==> config.mk <==
export PLATFORM = sky130hd
export DESIGN_NAME = instruction_encoder
export DESIGN_NICKNAME = d
export VERILOG_FILES = /design/src/rtl/mips32_pkg.sv /design/src/rtl/sync_fifo.sv /design/src/rtl/instruction_encoder.sv
export SDC_FILE = /design/constraint.sdc
export NUM_CORES = 1
export LEC_CHECK = 0
export CORE_MARGIN = 8
export CORE_UTILIZATION = 41
export CTS_CLUSTER_DIAMETER = 150
export DETAILED_ROUTE_END_ITERATION = 12
export PLACE_DENSITY_LB_ADDON = 0.3
export SYNTH_ARGS = -nofsm -noshare
export SYNTH_HDL_FRONTEND = slang
export SYNTH_SLANG_ARGS = --single-unit
export TNS_END_PERCENT = 50
==> constraint.sdc <==
create_clock -name clk -period 5 [get_ports clk]
set_clock_uncertainty 0.05 [all_clocks]
set_input_delay 1.25 -clock clk [delete_from_list [all_inputs] [get_ports clk]]
set_output_delay 1.25 -clock clk [all_outputs]
set_load 0.02 [all_outputs]
==> src/rtl/mips32_pkg.sv <==
// Shared MIPS32 field, opcode and funct definitions used by the encoder and decoder.
// Also carries the encoder FSM state type so benches can compare the debug state port.
package mips32_pkg;

   typedef struct packed {
      logic alu_r;
      logic ori;
      logic lui;
      logic lw;
      logic sw;
      logic beq;
      logic j;
      logic jal;
      logic jr;
      logic syscall;
   } op_flags_t;

   typedef struct packed {
      logic [4:0]  rs;
      logic [4:0]  rt;
      logic [4:0]  rd;
      logic [4:0]  shamt;
      logic [5:0]  funct;
      logic [15:0] imm16;
      logic [25:0] jump_target;
      logic [31:0] imm_sext;
      logic [31:0] imm_zext;
   } decoded_info_t;

   localparam logic [5:0] OP_SPECIAL = 6'h00;
   localparam logic [5:0] OP_ORI     = 6'h0d;
   localparam logic [5:0] OP_LUI     = 6'h0f;
   localparam logic [5:0] OP_LW      = 6'h23;
   localparam logic [5:0] OP_SW      = 6'h2b;
   localparam logic [5:0] OP_BEQ     = 6'h04;
   localparam logic [5:0] OP_J       = 6'h02;
   localparam logic [5:0] OP_JAL     = 6'h03;

   localparam logic [5:0] FN_ADDU    = 6'h21;
   localparam logic [5:0] FN_SUBU    = 6'h23;
   localparam logic [5:0] FN_JR      = 6'h08;
   localparam logic [5:0] FN_SYSCALL = 6'h0c;

   typedef enum logic [1:0] {
      ST_IDLE  = 2'd0,
      ST_RUN   = 2'd1,
      ST_DRAIN = 2'd2
   } enc_state_t;

   function automatic logic is_onehot10(input logic [9:0] v);
      return (v != 10'd0) && ((v & (v - 10'd1)) == 10'd0);
   endfunction

endpackage

==> src/rtl/sync_fifo.sv <==
// Synchronous FIFO with power-of-two depth; pointers carry one wrap bit to tell full from empty.
// Writes while full and reads while empty are dropped.
module sync_fifo #(
   parameter int WIDTH = 64,
   parameter int DEPTH = 2
) (
   input  logic             clk,
   input  logic             rst_n,
   input  logic             i_wr_en,
   input  logic [WIDTH-1:0] i_wr_data,
   input  logic             i_rd_en,
   output logic [WIDTH-1:0] o_rd_data,
   output logic             o_full,
   output logic             o_empty
);

   localparam int AW = $clog2(DEPTH);

   logic [WIDTH-1:0] r_mem [DEPTH];
   logic [AW:0]      r_wr_ptr;
   logic [AW:0]      r_rd_ptr;
   logic             w_wr;
   logic             w_rd;

   assign o_empty   = (r_wr_ptr == r_rd_ptr);
   assign o_full    = (r_wr_ptr[AW] != r_rd_ptr[AW]) && (r_wr_ptr[AW-1:0] == r_rd_ptr[AW-1:0]);
   assign w_wr      = i_wr_en && !o_full;
   assign w_rd      = i_rd_en && !o_empty;
   assign o_rd_data = r_mem[r_rd_ptr[AW-1:0]];

   always_ff @(posedge clk) begin
      if (!rst_n) begin
         r_wr_ptr <= '0;
         r_rd_ptr <= '0;
      end else begin
         if (w_wr) r_wr_ptr <= r_wr_ptr + 1'b1;
         if (w_rd) r_rd_ptr <= r_rd_ptr + 1'b1;
      end
   end

   always_ff @(posedge clk) begin
      if (w_wr) r_mem[r_wr_ptr[AW-1:0]] <= i_wr_data;
   end

endmodule

==> src/rtl/instruction_encoder.sv <==
// Streaming MIPS32 encoder: packs (op_flags_t, decoded_info_t) requests into words tagged with addresses.
// Define INSTRUCTION_ENCODER_CHECK_EN to reject non-one-hot flags and unsupported alu_r functs via err.
module instruction_encoder
   import mips32_pkg::*;
#(
   parameter int FIFO_DEPTH = 2,
   parameter int COUNT_W    = 16
) (
   input  logic               clk,
   input  logic               rst_n,
   input  logic               start,
   input  logic [31:0]        base_addr,
   input  logic               in_valid,
   output logic               in_ready,
   input  op_flags_t          in_op,
   input  decoded_info_t      in_info,
   input  logic               in_last,
   output logic               out_valid,
   input  logic               out_ready,
   output logic [31:0]        out_instr,
   output logic [31:0]        out_addr,
   output logic               done,
   output logic               err,
   output logic [COUNT_W-1:0] words_out,
   output logic [1:0]         o_dbg_state
);

   enc_state_t         r_state;
   enc_state_t         w_next_state;
   logic [31:0]        r_next_addr;
   logic [COUNT_W-1:0] r_words_out;
   logic [31:0]        w_instr;
   logic [63:0]        w_fifo_rd;
   logic               w_accept;
   logic               w_legal;
   logic               w_push;
   logic               w_pop;
   logic               w_start;
   logic               w_fifo_full;
   logic               w_fifo_empty;
   logic               w_unused_info;

   assign w_unused_info = ^{in_info.shamt, in_info.imm_sext, in_info.imm_zext};

   assign in_ready  = (r_state == ST_RUN) && !w_fifo_full;
   assign w_accept  = in_valid && in_ready;
   assign w_start   = start && (r_state == ST_IDLE);
   assign w_push    = w_accept && w_legal;
   assign w_pop     = out_valid && out_ready;

   // Priority chain doubles as the one-hot mux when flags are checked.
   always_comb begin
      w_instr = 32'h0;
      if (in_op.alu_r)        w_instr = {OP_SPECIAL, in_info.rs, in_info.rt, in_info.rd, 5'h0, in_info.funct};
      else if (in_op.ori)     w_instr = {OP_ORI, in_info.rs, in_info.rt, in_info.imm16};
      else if (in_op.lui)     w_instr = {OP_LUI, 5'h0, in_info.rt, in_info.imm16};
      else if (in_op.lw)      w_instr = {OP_LW, in_info.rs, in_info.rt, in_info.imm16};
      else if (in_op.sw)      w_instr = {OP_SW, in_info.rs, in_info.rt, in_info.imm16};
      else if (in_op.beq)     w_instr = {OP_BEQ, in_info.rs, in_info.rt, in_info.imm16};
      else if (in_op.j)       w_instr = {OP_J, in_info.jump_target};
      else if (in_op.jal)     w_instr = {OP_JAL, in_info.jump_target};
      else if (in_op.jr)      w_instr = {OP_SPECIAL, in_info.rs, 15'h0, FN_JR};
      else if (in_op.syscall) w_instr = {26'h0, FN_SYSCALL};
   end

`ifdef INSTRUCTION_ENCODER_CHECK_EN
   logic r_err;

   assign w_legal = is_onehot10(in_op) &&
                    !(in_op.alu_r && (in_info.funct != FN_ADDU) && (in_info.funct != FN_SUBU));
   assign err     = r_err;

   always_ff @(posedge clk) begin
      if (!rst_n)                     r_err <= 1'b0;
      else if (w_start)               r_err <= 1'b0;
      else if (w_accept && !w_legal)  r_err <= 1'b1;
   end
`else
   assign w_legal = 1'b1;
   assign err     = 1'b0;
`endif

   always_ff @(posedge clk) begin
      if (!rst_n) r_state <= ST_IDLE;
      else        r_state <= w_next_state;
   end

   // DRAIN ends only once the buffer is empty, so the final handshake has already happened.
   always_comb begin
      w_next_state = r_state;
      done         = 1'b0;
      case (r_state)
         ST_IDLE:  if (start) w_next_state = ST_RUN;
         ST_RUN:   if (w_accept && in_last) w_next_state = ST_DRAIN;
         ST_DRAIN: begin
            if (w_fifo_empty) begin
               done         = 1'b1;
               w_next_state = ST_IDLE;
            end
         end
         default:  w_next_state = ST_IDLE;
      endcase
   end

   always_ff @(posedge clk) begin
      if (!rst_n)       r_next_addr <= 32'h0;
      else if (w_start) r_next_addr <= {base_addr[31:2], 2'b00};
      else if (w_push)  r_next_addr <= r_next_addr + 32'd4;
   end

   always_ff @(posedge clk) begin
      if (!rst_n)       r_words_out <= '0;
      else if (w_start) r_words_out <= '0;
      else if (w_pop)   r_words_out <= r_words_out + 1'b1;
   end

   sync_fifo #(
      .WIDTH (64),
      .DEPTH (FIFO_DEPTH)
   ) u_fifo (
      .clk       (clk),
      .rst_n     (rst_n),
      .i_wr_en   (w_push),
      .i_wr_data ({r_next_addr, w_instr}),
      .i_rd_en   (w_pop),
      .o_rd_data (w_fifo_rd),
      .o_full    (w_fifo_full),
      .o_empty   (w_fifo_empty)
   );

   // Outputs read as zero while empty so stale entries never leak after a flush.
   assign out_valid   = !w_fifo_empty;
   assign out_instr   = w_fifo_empty ? 32'h0 : w_fifo_rd[31:0];
   assign out_addr    = w_fifo_empty ? 32'h0 : w_fifo_rd[63:32];
   assign words_out   = r_words_out;
   assign o_dbg_state = r_state;

endmodule
==> summary.md <==
| Metric | Value |
|---|---|
| Reg2reg start | `u_fifo.r_wr_ptr[0]` |
| Crit. End Element | `primary output` |
| Total gr overflow | `0` |
| CTS resizes | `0` |
| CTS tree | `done` |
| PD cells | `341 nW/um^2` |
| Buffers on Ports | `190` |
| Initial core utilization | `41.8%` |
| Hold WS | `0.452 ns` |
| Post-synth top area cell | `edfxtp_1` |
| Total global-route track usage | `16.5%` |
| RSZ-0062 raised after global routing | `false` |
| CTS root buf | `clkbuf_16` |
| Synth Cell Area | `7850 um^2` |
| Outcome | `complete, no violations` |
| # rows | `50` |
| Synthesized flop and latch total | `175` |
| Hold/Removal Path Class | `reg2reg` |
| Setup TNS | `0 ns` |
| First-pass GRT wire length | `31.0 mm` |
| Hold Startpoint | `words_out[1]` |
| Crit path kind | `reg2out` |
| Asr flop ratio synth | `0%` |
| Num ports | `266` |
| Slack of the critical path | `1.05 ns` |
| Slowest stage cell, crit path | `clkdlybuf4s50_1` |
| Final net count | `1042` |
| Core area | `18800 um^2` |
| Warnings, synthesis | `0` |
| Setup violators final | `0` |
| Worst Path Required | `3.70 ns` |
| Fin crit period | `3.95 ns` |
| Finished Cell Area | `10600 um^2` |
| Max Slew Vio Count | `0` |
| Chip Height | `154 um` |
| Maximum clock frequency | `0.253 GHz` |
| Placed cell area | `10000 um^2` |
| CP max stage delay | `0.65 ns` |
| Antenna Diode Count | `0` |
| Clk sink count | `175` |
| Register area | `4730 um^2` |
| Total chip power | `3.61 mW` |
| Final hold vios | `0` |
| Detailed-route via count | `5818` |
| Yosys cell types | `55` |
| Reg clk slew, reported paths | `0.06 ns` |
| Gate Count Post-Synth | `678` |
| Clock latency on the worst-skew pair | `0.42 ns` |
| Placer Congestion | `0.849` |
| Pin count of the biggest net entering global routing | `62` |
| Filler cells | `1592` |
| Final Cycle Share | `78.9%` |
| Vias in the first global route | `5862` |
| Die area | `23800 um^2` |
| Layout cells sized above 1 | `5.84%` |
| Clk buf depth | `2` |
| Htree depth | `4` |
| Initial DRC count | `337` |
| Post-layout util | `56.4%` |
| Worst Setup Start Kind | `flip-flop` |
| Relative slew margins | `40.4%` |
| # hold bufs at CTS | `0` |
| Initial antenna violation count | `0` |
| Mapped Avg Cell Area | `11.6 um^2` |
| CTS Buf Count | `17` |
| Area contributors post-synth | `edfxtp_1 (47%), dfxtp_1 (14%), mux2i_1 (7.9%)` |
| Die Wd | `154 um` |
| Routed wire length | `19.9 mm` |
| CP startpoint | `u_fifo.r_wr_ptr[0]` |
| Vias per cell | `5.26` |
| Seq/Total Area, Yosys | `60.2%` |
| Post-CTS Setup Inserts | `0` |
| Max IR drop VDD | `0.000229 V` |
| Detail Route Antenna Nets | `0` |
| Max Cap Violations | `0` |
| Place WS | `1.20 ns` |
| DP Wirelength | `14.0 mm` |
| Multi-input logic area | `2950 um^2` |
| Leakage | `3.53 nW` |
| Fin cells | `1107` |
| Worst Path Arrival | `2.65 ns` |
| Worst slew pin tran | `0.883 ns` |
| Synth-to-layout area growth | `34.9%` |
| Dpl cells | `1075` |
| Critical path fanouts, max | `61` |
| Ys flop type | `edfxtp_1` |
| WL per Instance | `18.0 um` |
| Top cell type's share of synthesized area | `46.7%` |
| Post-synth EDFFs | `122` |
| Drt first pass iters | `4` |
| CP Cell Sequence | `xor2_2 > nor2_4 > buf_4 > nor2_1 > clkdlybuf4s50_1` |
| Drt drc | `0` |
cell families (layout without fill, tap and decap cells):
logic type | Yosys count | after routing | synth area share [%]
other cells | 1 | 4 | 0.0478
flops | 175 | 175 | 60.2
simple gates | 227 | 227 | 14.4
xor+xnor | 44 | 44 | 5.10
fa+ha+maj | 2 | 2 | 0.319
compound gates | 119 | 119 | 9.48
mux | 62 | 62 | 7.90
buf+inv | 48 | 240 | 2.58
path summary, 6_finish.rpt:
| kind | endpoint | slack (ns) | depth (start not counted) |
|---|---|---|---|
| max reg2reg | u_fifo.r_mem[0][9] | 2.94 | 4 |
| max | out_instr[14] | 1.05 | 5 |
| min | words_out[1] | 0.45 | 2 |
| min reg2reg | words_out[1] | 0.45 | 2 |
state kept, by name, summed over array words and instances, names as in the netlist, named ones only:
signal and flops:
o_dbg_state 2, u_fifo.r_wr_ptr 2, words_out 16, u_fifo.r_mem 122, r_next_addr 30, u_fifo.r_rd_ptr 2
placed cells by master, fill, tap and decap left out, drive strengths merged, types with 20 or more instances in the layout:
master	n
xor2	20
o21ai	46
nor2	90
dfxtp	53
clkbuf	22
clkdlybuf4s50	190
nand2	43
mux2i	62
a21oi	33
edfxtp	122
xnor2	24
routing by layer:
layer  global-route usage [%]  up-vias  routed length (um)
met5                        0        -                   0
met4                     5.55        0                 301
met3                     5.29       20                1530
met2                     27.4      205                9240
met1                     19.9     2745                8860
li1                         -     2848                   -
layout make-up:
cell class                 instances  share of cell area, %
inverter                           8                  0.284
clock inverter                    10                   1.05
sequential                       175                   44.6
multi-input combinational        458                   27.9
timing repair buffer             200                   18.9
tap                              234                   2.76
clock buffer                      22                   4.48
synth_stat cells, drive strengths merged (2+ instances only):
library cell	instances
and4	8
buf	13
edfxtp	122
xnor2	24
a211oi	2
nand4	12
nand2	43
dfxtp	53
nor3	9
and3	8
nand3b	4
o211a	3
nand3	14
a21oi	33
and2	10
o2111ai	2
nor4	9
a22oi	14
a22o	8
xor2	20
inv	8
nor3b	2
a31oi	3
nor2b	4
or3	8
nor2	90
mux2i	62
ha	2
o21ai	46
clkbuf	27
power by group:
part / internal (mW) / total, mW / switching [mW]
clock: 0.772 / 1.29 / 0.521
combinational: 0.304 / 0.632 / 0.328
sequential: 1.62 / 1.68 / 0.0676
worst max-delay path, delay by kind of cell, from the launching register on:
family / cells / cell delay [ns]
xor+xnor: 1 / 0.37
buf+inv: 2 / 1.00
flops: 1 / 0.49
simple gates: 2 / 0.33
Note: power is estimated with default switching activity, not from simulation.
==> patch, RTL diff (same settings) <==
Register the output `o_dbg_state` once more; this adds one clock of latency there. The other outputs are not delayed to match.
--- a/src/rtl/instruction_encoder.sv
+++ b/src/rtl/instruction_encoder.sv
@@ -134,5 +134,7 @@
    assign out_addr    = w_fifo_empty ? 32'h0 : w_fifo_rd[63:32];
    assign words_out   = r_words_out;
-   assign o_dbg_state = r_state;
+   always_ff @(posedge clk) begin
+      o_dbg_state <= r_state;
+   end
 
 endmodule
Check against the original RTL: not equivalent (Yosys sat finds a counterexample within 4 cycles, from zero or initial values and one cycle with rst_n low).
==> patch against the original RTL <==
Final area grew 0.21%; routed wire length shrank 0.10%; total power grew 3.8%; global-route usage is essentially flat; fmax grew 0.78%; worst setup slack gained 30 ps; area after synthesis shrank 0.11%; sequential cell count grew 2; critical endpoint is now out_addr[21].
==> patch: results (changes against the original RTL) <==
----------------------------------------------------
[Yosys]
  Count of unique library cells instantiated by Yosys ... 53 (was 55)
  Cell types with the largest area share after synthesis ... sky130_fd_sc_hd__edfxtp_1, sky130_fd_sc_hd__dfxtp_1, sky130_fd_sc_hd__mux2i_1 (unchanged)
  Cell count after synthesis ... 677 (was 678)
  Synth cell count leaders ... sky130_fd_sc_hd__edfxtp_1, sky130_fd_sc_hd__nor2_1, sky130_fd_sc_hd__mux2i_1 (unchanged)
  Share of async-settable or async-resettable flops after synthesis ... 0% (unchanged)
  Number of synthesized flops with an enable pin ... 122 (unchanged)
  Post-synthesis sequential area ratio ... 60.75% (was 60.18%)

[Finish]
  Footprint of the multi-input gates ... 0.002923 mm2 (was 0.002952 mm2)
  Layout Nets ... 1043 (was 1042)
  Layout cells sized above 1 ... 6.636% (was 5.842%)
  Total inserted antenna cells ... 0 (unchanged)
  Filler instances ... 1625 (was 1592)

[Critical path]
  R2r worst-path depth ... 4 (unchanged)
  Setup slack of the worst register-to-register path ... 2400 ps (was 2940 ps)
  Destination of the worst register-to-register timing path ... u_fifo.r_mem[0][28]$_DFFE_PP_ (was u_fifo.r_mem[0][9]$_DFFE_PP_)
  Highest net fanout along the worst path ... 52 (was 61)
  Signal arrival time at the worst endpoint ... 2610 ps (was 2650 ps)
  End point of the critical path ... out_addr[21] (was out_instr[14])
  CP startpoint ... u_fifo.r_wr_ptr[1]$_SDFFE_PN0P_ (was u_fifo.r_wr_ptr[0]$_SDFFE_PN0P_)

[Timing]
  Max transition margin ... 24.35% (was 40.35%)
  Shortest period the worst path allows ... 3915 ps (was 3945 ps)
  Setup violations, final ... 0 (unchanged)

[Routing]
  Total iterations of the first detailed-routing run ... 5 (was 4)
  Final wirelength ... 19.92 mm (was 19.94 mm)
  1st-iter DRT viols ... 266 (was 337)
  Post-detailed-route via-to-cell ratio ... 5.153 (was 5.256)
  Vias ... 5709 (was 5818)

[GRT]
  All-layer global routing usage ... 16.47% (was 16.50%)
  Antenna violations before repair ... 1 (was 0)
  Number of global-route vias before repair ... 5603 (was 5862)
  Wire length of the first global-routing pass ... 30.57 mm (was 30.96 mm)

[Place]
  Placed Instance Area ... 0.01001 mm2 (was 0.01000 mm2)
  Last weighted congestion value of the routability-driven placer ... 0.8778 (was 0.8492)
  HPWL Detailed ... 14.19 mm (was 14.02 mm)
  Post-Place Worst Slack ... 1311 ps (was 1205 ps)

[Pwr]
  Leakage Power ... 0.003522 uW (was 0.003533 uW)
  IR drop worst, VDD ... 0.0002692 V (was 0.0002289 V)

[Run status]
  Outcome ... finished, final reports clean (unchanged)

[Clock network]
  Total setup buffers inserted after CTS ... 0 (unchanged)

----------------------------------------------------
==> patch: cell count changes after synthesis, moves of 5 or more <==
cell	unedited run	this run
sky130_fd_sc_hd__o21ai_0	41	24
sky130_fd_sc_hd__nor2_1	90	105
sky130_fd_sc_hd__xor2_1	18	27
sky130_fd_sc_hd__o21ai_1	4	17
sky130_fd_sc_hd__a211oi_1	2	7
sky130_fd_sc_hd__a21oi_1	32	20
sky130_fd_sc_hd__and4_1	8	3
==> patch: layer usage <==
metal,wire length [um],global-route usage [%]
met1,8841,20.33
met2,9186,26.75
met3,1590,5.294
met4,291,5.600
met5,10,0
==> patch: cells by family after synthesis <==
logic type	after synthesis	share of synthesized area (%)
muxes	61	7.786
and+or+nand+nor	238	14.76
DFF	177	60.75
adders and majority gates	2	0.3190
AOI/OAI and AO/OA	104	8.456
buffers and inverters	45	2.409
xor gates and xnor gates	49	5.472
other	1	0.04782
==> patch: layout make-up <==
cell class                      count  area share, %
Sequential cell                   177          44.93
Multi-Input combinational cell    458          27.54
Timing Repair Buffer              199          18.79
Clock buffer                       17          4.008
Tap cell                          234          2.759
Clock inverter                     15          1.686
Inverter                            8         0.2830
==> patch: how the worst min path moves through the flow <==
stage                                        from                      to  slack [ps]  cells after the start
after detailed placement  r_state[0]$_SDFFE_PN0P_  o_dbg_state[0]$_DFF_P_         390                      0
after global placement    r_state[1]$_SDFFE_PN0P_  o_dbg_state[1]$_DFF_P_         390                      0
final                     r_state[1]$_SDFFE_PN0P_  o_dbg_state[1]$_DFF_P_         400                      0
after floorplan           r_state[1]$_SDFFE_PN0P_  o_dbg_state[1]$_DFF_P_         340                      0
after CTS                 r_state[0]$_SDFFE_PN0P_  o_dbg_state[0]$_DFF_P_         410                      0
after global routing      r_state[1]$_SDFFE_PN0P_  o_dbg_state[1]$_DFF_P_         430                      0
==> patch: critical path, stage by stage (launching register included) <==
cell and delay, ps:
sky130_fd_sc_hd__dfxtp_1 390, sky130_fd_sc_hd__xor2_1 510, sky130_fd_sc_hd__nor2_4 200, sky130_fd_sc_hd__buf_12 250, sky130_fd_sc_hd__nor2_1 190, sky130_fd_sc_hd__clkdlybuf4s50_1 640
==> patch: where the power goes <==
| group | leakage (uW) | switching, uW | internal (uW) | total (uW) |
|---|---|---|---|---|
| clock network | 0.000285 | 557 | 791 | 1350 |
| logic | 0.00165 | 373 | 331 | 704 |
| registers | 0.00158 | 61.4 | 1630 | 1690 |
| total | 0.00352 | 991 | 2750 | 3740 |
